[src/rtl/addsub_pkg.sv]
// Shared types and sizing helpers for the chunk-serial adder/subtractor.
package addsub_pkg;

    typedef enum logic [1:0] {
        IDLE = 2'd0,
        CALC = 2'd1,
        DONE = 2'd2
    } state_e;

    function automatic int num_chunks(input int width, input int chunk);
        return width / chunk;
    endfunction

    function automatic int cnt_width(input int width, input int chunk);
        int n;
        n = width / chunk;
        return (n <= 2) ? 1 : $clog2(n);
    endfunction

endpackage

[src/rtl/addsub_chunk.sv]
// Combinational CHUNK-bit ripple-carry adder slice, reused for every chunk.
module addsub_chunk #(
    parameter int CHUNK = 8
) (
    input  logic [CHUNK-1:0] x,
    input  logic [CHUNK-1:0] y,
    input  logic             cin,
    output logic [CHUNK-1:0] s,
    output logic             cout,
    output logic             c_msb
);

    logic [CHUNK:0] c;

    always_comb begin
        c    = '0;
        s    = '0;
        c[0] = cin;
        for (int i = 0; i < CHUNK; i++) begin
            s[i]   = x[i] ^ y[i] ^ c[i];
            c[i+1] = (x[i] & y[i]) | (c[i] & (x[i] ^ y[i]));
        end
    end

    assign cout  = c[CHUNK];
    assign c_msb = c[CHUNK-1];

endmodule

[src/rtl/addsub_serial.sv]
// Chunk-serial add/subtract: one CHUNK-bit slice per clock, N clocks per op.
module addsub_serial
    import addsub_pkg::*;
#(
    parameter int WIDTH = 32,
    parameter int CHUNK = 8
) (
    input  logic             clk,
    input  logic             rst,
    input  logic             in_valid,
    output logic             in_ready,
    input  logic [WIDTH-1:0] a,
    input  logic [WIDTH-1:0] b,
    input  logic             sub,
    output logic             out_valid,
    input  logic             out_ready,
    output logic [WIDTH-1:0] result,
    output logic             cout,
    output logic             overflow,
    output logic             zero
);

    localparam int N  = num_chunks(WIDTH, CHUNK);
    localparam int CW = cnt_width(WIDTH, CHUNK);
    localparam logic [CW-1:0] LAST = CW'(N - 1);

    if ((WIDTH < 2) || (CHUNK < 1) || ((WIDTH % CHUNK) != 0)) begin : g_bad_param
        $error("addsub_serial: WIDTH must be >= 2 and a multiple of CHUNK");
    end

    state_e            state_q, state_d;
    logic [CW-1:0]     cnt_q, cnt_d;
    logic              carry_q, carry_d;
    logic [WIDTH-1:0]  a_q, a_d;
    logic [WIDTH-1:0]  b_q, b_d;
    logic [WIDTH-1:0]  acc_q, acc_d;
    logic [WIDTH-1:0]  result_q, result_d;
    logic              cout_q, cout_d;
    logic              ovf_q, ovf_d;
    logic              zero_q, zero_d;

    logic [CHUNK-1:0]  x, y, s;
    logic              c_out, c_msb;

    always_comb begin
        x = '0;
        y = '0;
        for (int k = 0; k < N; k++) begin
            if (cnt_q == CW'(k)) begin
                x = a_q[k*CHUNK +: CHUNK];
                y = b_q[k*CHUNK +: CHUNK];
            end
        end
    end

    addsub_chunk #(.CHUNK(CHUNK)) u_chunk (
        .x    (x),
        .y    (y),
        .cin  (carry_q),
        .s    (s),
        .cout (c_out),
        .c_msb(c_msb)
    );

    assign in_ready  = (state_q == IDLE) && !rst;
    assign out_valid = (state_q == DONE);
    assign result    = result_q;
    assign cout      = cout_q;
    assign overflow  = ovf_q;
    assign zero      = zero_q;

    // Sum is built in acc_q so the visible result only changes on completion.
    always_comb begin
        state_d  = state_q;
        cnt_d    = cnt_q;
        carry_d  = carry_q;
        a_d      = a_q;
        b_d      = b_q;
        acc_d    = acc_q;
        result_d = result_q;
        cout_d   = cout_q;
        ovf_d    = ovf_q;
        zero_d   = zero_q;
        unique case (state_q)
            IDLE: begin
                if (in_valid && in_ready) begin
                    a_d     = a;
                    b_d     = b ^ {WIDTH{sub}};
                    carry_d = sub;
                    cnt_d   = '0;
                    state_d = CALC;
                end
            end
            CALC: begin
                for (int k = 0; k < N; k++) begin
                    if (cnt_q == CW'(k)) begin
                        acc_d[k*CHUNK +: CHUNK] = s;
                    end
                end
                carry_d = c_out;
                cnt_d   = cnt_q + CW'(1);
                if (cnt_q == LAST) begin
                    result_d = acc_d;
                    cout_d   = c_out;
                    ovf_d    = c_msb ^ c_out;
                    zero_d   = (acc_d == '0);
                    state_d  = DONE;
                end
            end
            DONE: begin
                if (out_ready) begin
                    state_d = IDLE;
                end
            end
            default: state_d = IDLE;
        endcase
    end

    always_ff @(posedge clk) begin
        if (rst) begin
            state_q  <= IDLE;
            cnt_q    <= '0;
            carry_q  <= 1'b0;
            a_q      <= '0;
            b_q      <= '0;
            acc_q    <= '0;
            result_q <= '0;
            cout_q   <= 1'b0;
            ovf_q    <= 1'b0;
            zero_q   <= 1'b0;
        end else begin
            state_q  <= state_d;
            cnt_q    <= cnt_d;
            carry_q  <= carry_d;
            a_q      <= a_d;
            b_q      <= b_d;
            acc_q    <= acc_d;
            result_q <= result_d;
            cout_q   <= cout_d;
            ovf_q    <= ovf_d;
            zero_q   <= zero_d;
        end
    end

endmodule

[config.mk]
export PLATFORM = sky130hd
export DESIGN_NAME = addsub_serial
export DESIGN_NICKNAME = d
export VERILOG_FILES = /design/src/rtl/addsub_pkg.sv /design/src/rtl/addsub_chunk.sv /design/src/rtl/addsub_serial.sv
export SDC_FILE = /design/constraint.sdc
export NUM_CORES = 1
export LEC_CHECK = 0
export CAP_MARGIN = 20
export CORE_ASPECT_RATIO = 1.4
export CORE_MARGIN = 2
export CORE_UTILIZATION = 48
export CTS_BUF_LIST = sky130_fd_sc_hd__clkbuf_16
export CTS_CLUSTER_SIZE = 10
export DETAILED_ROUTE_END_ITERATION = 10
export GPL_TIMING_DRIVEN = 0
export PLACE_DENSITY = 0.77
export SYNTH_ARGS = -nofsm -noshare
export SYNTH_HDL_FRONTEND = slang
export SYNTH_HIERARCHICAL = 1
export SYNTH_SLANG_ARGS = --single-unit
[constraint.sdc]
create_clock -name clk -period 4.95 [get_ports clk]
set_clock_uncertainty 0.2 [all_clocks]
set_input_delay 0.7425 -clock clk [delete_from_list [all_inputs] [get_ports clk]]
set_output_delay 0.7425 -clock clk [all_outputs]
set_load 0.1 [all_outputs]
==> metrics <==
status finished with violations; failing checks setup timing; final WL between 15000 and 20000 µm; maximum root-to-sink buffer count 2; Sequential Power Share ~40%; Min-Delay Path Class flip-flop to flip-flop; Critical Path RT about 5000 ps; 1st-pass router iterations 5; Synth Cell Area between 0.006 and 0.007 mm²; Antenna Nets Post-Route 0; family with the most delay on the worst path adder cells; via count between 5000 and 6000; Hold-fix buffers, CTS 0; final setup margin -0.870 ps; worst-skew pair later-pin latency around 420 ps; Core ar. ~0.012 mm²; syn_nets around 800; Die Span Y 136 µm; Cell Area, Placed 0.00724 mm²; filler instances a little over 1000; Vias/cell between 5 and 6; crit-path max cell delay roughly 530 ps; mean area per synthesized cell ~8.3 µm²; Worst Setup Start Kind flip-flop; TritonCTS clock tree done; flop2flop setup slack -0.9 ps; Tmin final 4950 ps; largest net degree at the start of global routing 17; DP Worst Slack -485 ps; CP most frequent cell fa_2; Logic pwr share 17.0%; Max-Cap Viols 0; Final setup violation count 1; fin crit share 100%; drt wl/cell around 17 µm; switching portion of total power 27.3%; CP max-delay cell or4_4; drt drc 0; Die Wd 98.5 µm; GRT Util Overall between 20% and 30%; Net count, final between 900 and 1000; Distinct cells, synth 34; total clock sinks 128; final cell count without fillers ~1000; Core Rows between 40 and 50; CP Capture Type flip-flop; GP Congestion 0.907; Worst VDD drop 0.214 mV; highest clock rate roughly 200 MHz; final hold vios 0; Int Power around 2000 µW; dpl cells between 900 and 1000; EDFF count, synth 0; CP Buf/Inv Count 7; Main synth FF type dfxtp_1; crit path cell chain inv_4 -> ha_4 -> buf_6 -> buf_4 -> buf_2 -> nand2_1 -> a21oi_1 -> a21oi_2 -> o21ai_0 -> inv_1 -> fa_1 -> inv_1 -> fa_2 -> fa_2 -> fa_2 -> fa_2 -> buf_6 -> or4_4 -> nor4_2 -> nand4_1 -> o31ai_1; GRT overflow 0; commonest non-fill, non-tap cell in the layout dfxtp_1; first-pass GRT wire length 27600 µm; Initial Util 49.0%; vias in the first global route approximately 5800; fraction of layout cells with a size suffix above 1 between 10 and 15%; Die Area ~0.013 mm²; Layout area overhead 34.0%; Syn. warnings 6; Fin Setup TNS -0.870 ps; total CTS buffers 17; Seq/Total Area, Yosys 42.7%; DP Wirelength about 12000 µm; Sw Pwr approximately 760 µW; final instance area between 0.008 and 0.009 mm²; initial antenna violation count 0; highest-count cells in the layout ignoring fill and taps dfxtp_1 (126), nand2_1 (105), clkdlybuf4s50_1 (104), o21ai_0 (63), a21oi_1 (55); Power per Cell Area approximately 350 mW/mm²; I/O Buffers 104; Clock transition at path regs around 60 ps; worst slew pin tran slightly below 1000 ps; Antenna Cells 0; flops & latches, synth 128; max-slew violations 0; H-tree levels 4; Clk Tree Root Cell clkbuf_16; crit path DAT about 5100 ps; Slew Limit Headroom approximately 34%; initial drt markers 340; clock network power share between 40% and 50%; total power draw approximately 2800 µW; Top-Level Pins approximately 110; Leak 0.00283 µW; asr flop ratio synth 0%; Setup CP Type flip-flop to flip-flop; largest fanout on the critical path 10; Syn Inst Count approximately 720
layer usage:
metal	vias up	global-route usage, %	share of wire (%)
met2	245	48.7	53
met5	-	0	0
li1	2689	-	-
met4	0	14.0	4.9
met1	2643	26.7	36
met3	66	4.88	5.9
flip-flops by register name, indices dropped and copies added (netlist names):
register / flops
a_q: 32
acc_q: 24
b_q: 32
carry_q: 1
cnt_q: 2
cout: 1
overflow: 1
result: 32
state_q: 2
zero: 1
stage by stage:
| stage | hold slack, ps | utilization [%] |
|---|---|---|
| 3_5_place_dp | 255 | 59.1 |
| 5_1_grt | 277 | 65.7 |
| 2_1_floorplan | 232 | - |
| 6_report | 255 | 65.7 |
| 3_3_place_gp | 241 | 59.1 |
| 4_1_cts | 263 | 65.2 |
area by class of cell:
class | instances | area, µm² | share of cell area, %
Multi-Input combinational cell | 511 | 3190 | 39.6
Sequential cell | 128 | 2570 | 31.9
Timing Repair Buffer | 109 | 1080 | 13.4
Clock buffer | 17 | 425 | 5.29
Buffer | 69 | 407 | 5.05
Tap cell | 150 | 188 | 2.33
Clock inverter | 15 | 144 | 1.79
Inverter | 13 | 51.3 | 0.637
tightest hold or removal path, delay by kind of cell, from the launching register on:
kind | cells | cell delay [ps]
AOI/OAI and AO/OA | 1 | 50
DFF | 1 | 310
and+or+nand+nor | 1 | 50
cell families (layout without fill, tap and decap cells):
group	Yosys count	count (layout)	share of synthesized area, %
fa+ha+maj	12	12	3.50
flops	128	128	42.7
buf+inv	82	223	6.00
compound gates	172	172	15.7
mux	32	32	5.33
simple gates	262	262	22.0
xor+xnor	33	33	4.81
path summary, 6_finish.rpt:
path,startpoint,end,depth (start not counted)
max reg2reg,cnt_q[1]$_SDFFE_PP0P_,zero$_SDFFE_PP0P_,21
min reg2reg,result[29]$_SDFFE_PP0P_,result[29]$_SDFFE_PP0P_,2
max,cnt_q[1]$_SDFFE_PP0P_,zero$_SDFFE_PP0P_,21
min,result[29]$_SDFFE_PP0P_,result[29]$_SDFFE_PP0P_,2
power groups by stage:
| stage | Sequential, µW | Clock [µW] | Combinational [µW] |
|---|---|---|---|
| 5_1_grt | 1120 | 1250 | 507 |
| 2_1_floorplan | 1130 | 0 | 267 |
| 3_3_place_gp | 1130 | 0 | 413 |
| 3_5_place_dp | 1140 | 0 | 423 |
| 4_1_cts | 1120 | 1200 | 458 |
| 6_report | 1120 | 1200 | 474 |
timing repair:
item / CTS / global route
resized for setup: 47 / 18
pin swaps: 10 / 8
endpoints found under the setup margin: 18 / 9
buffers inserted: 5 / 0
synthesized netlist by cell type, types with 18 or more instances:
cell type	n	share of area [%]
dfxtp_1	128	43
nand2_1	107	6.7
o21ai_0	65	5.4
a21oi_1	60	5.0
nand3b_1	49	6.1
clkbuf_1	41	2.6
nor2_1	37	2.3
nand2b_1	34	3.5
xnor2_1	33	4.8
mux2i_1	32	5.3
a211oi_1	25	3.1
buf_2	18	1.5
nand3_1	18	1.5
Power figures use the tool's default switching activity.
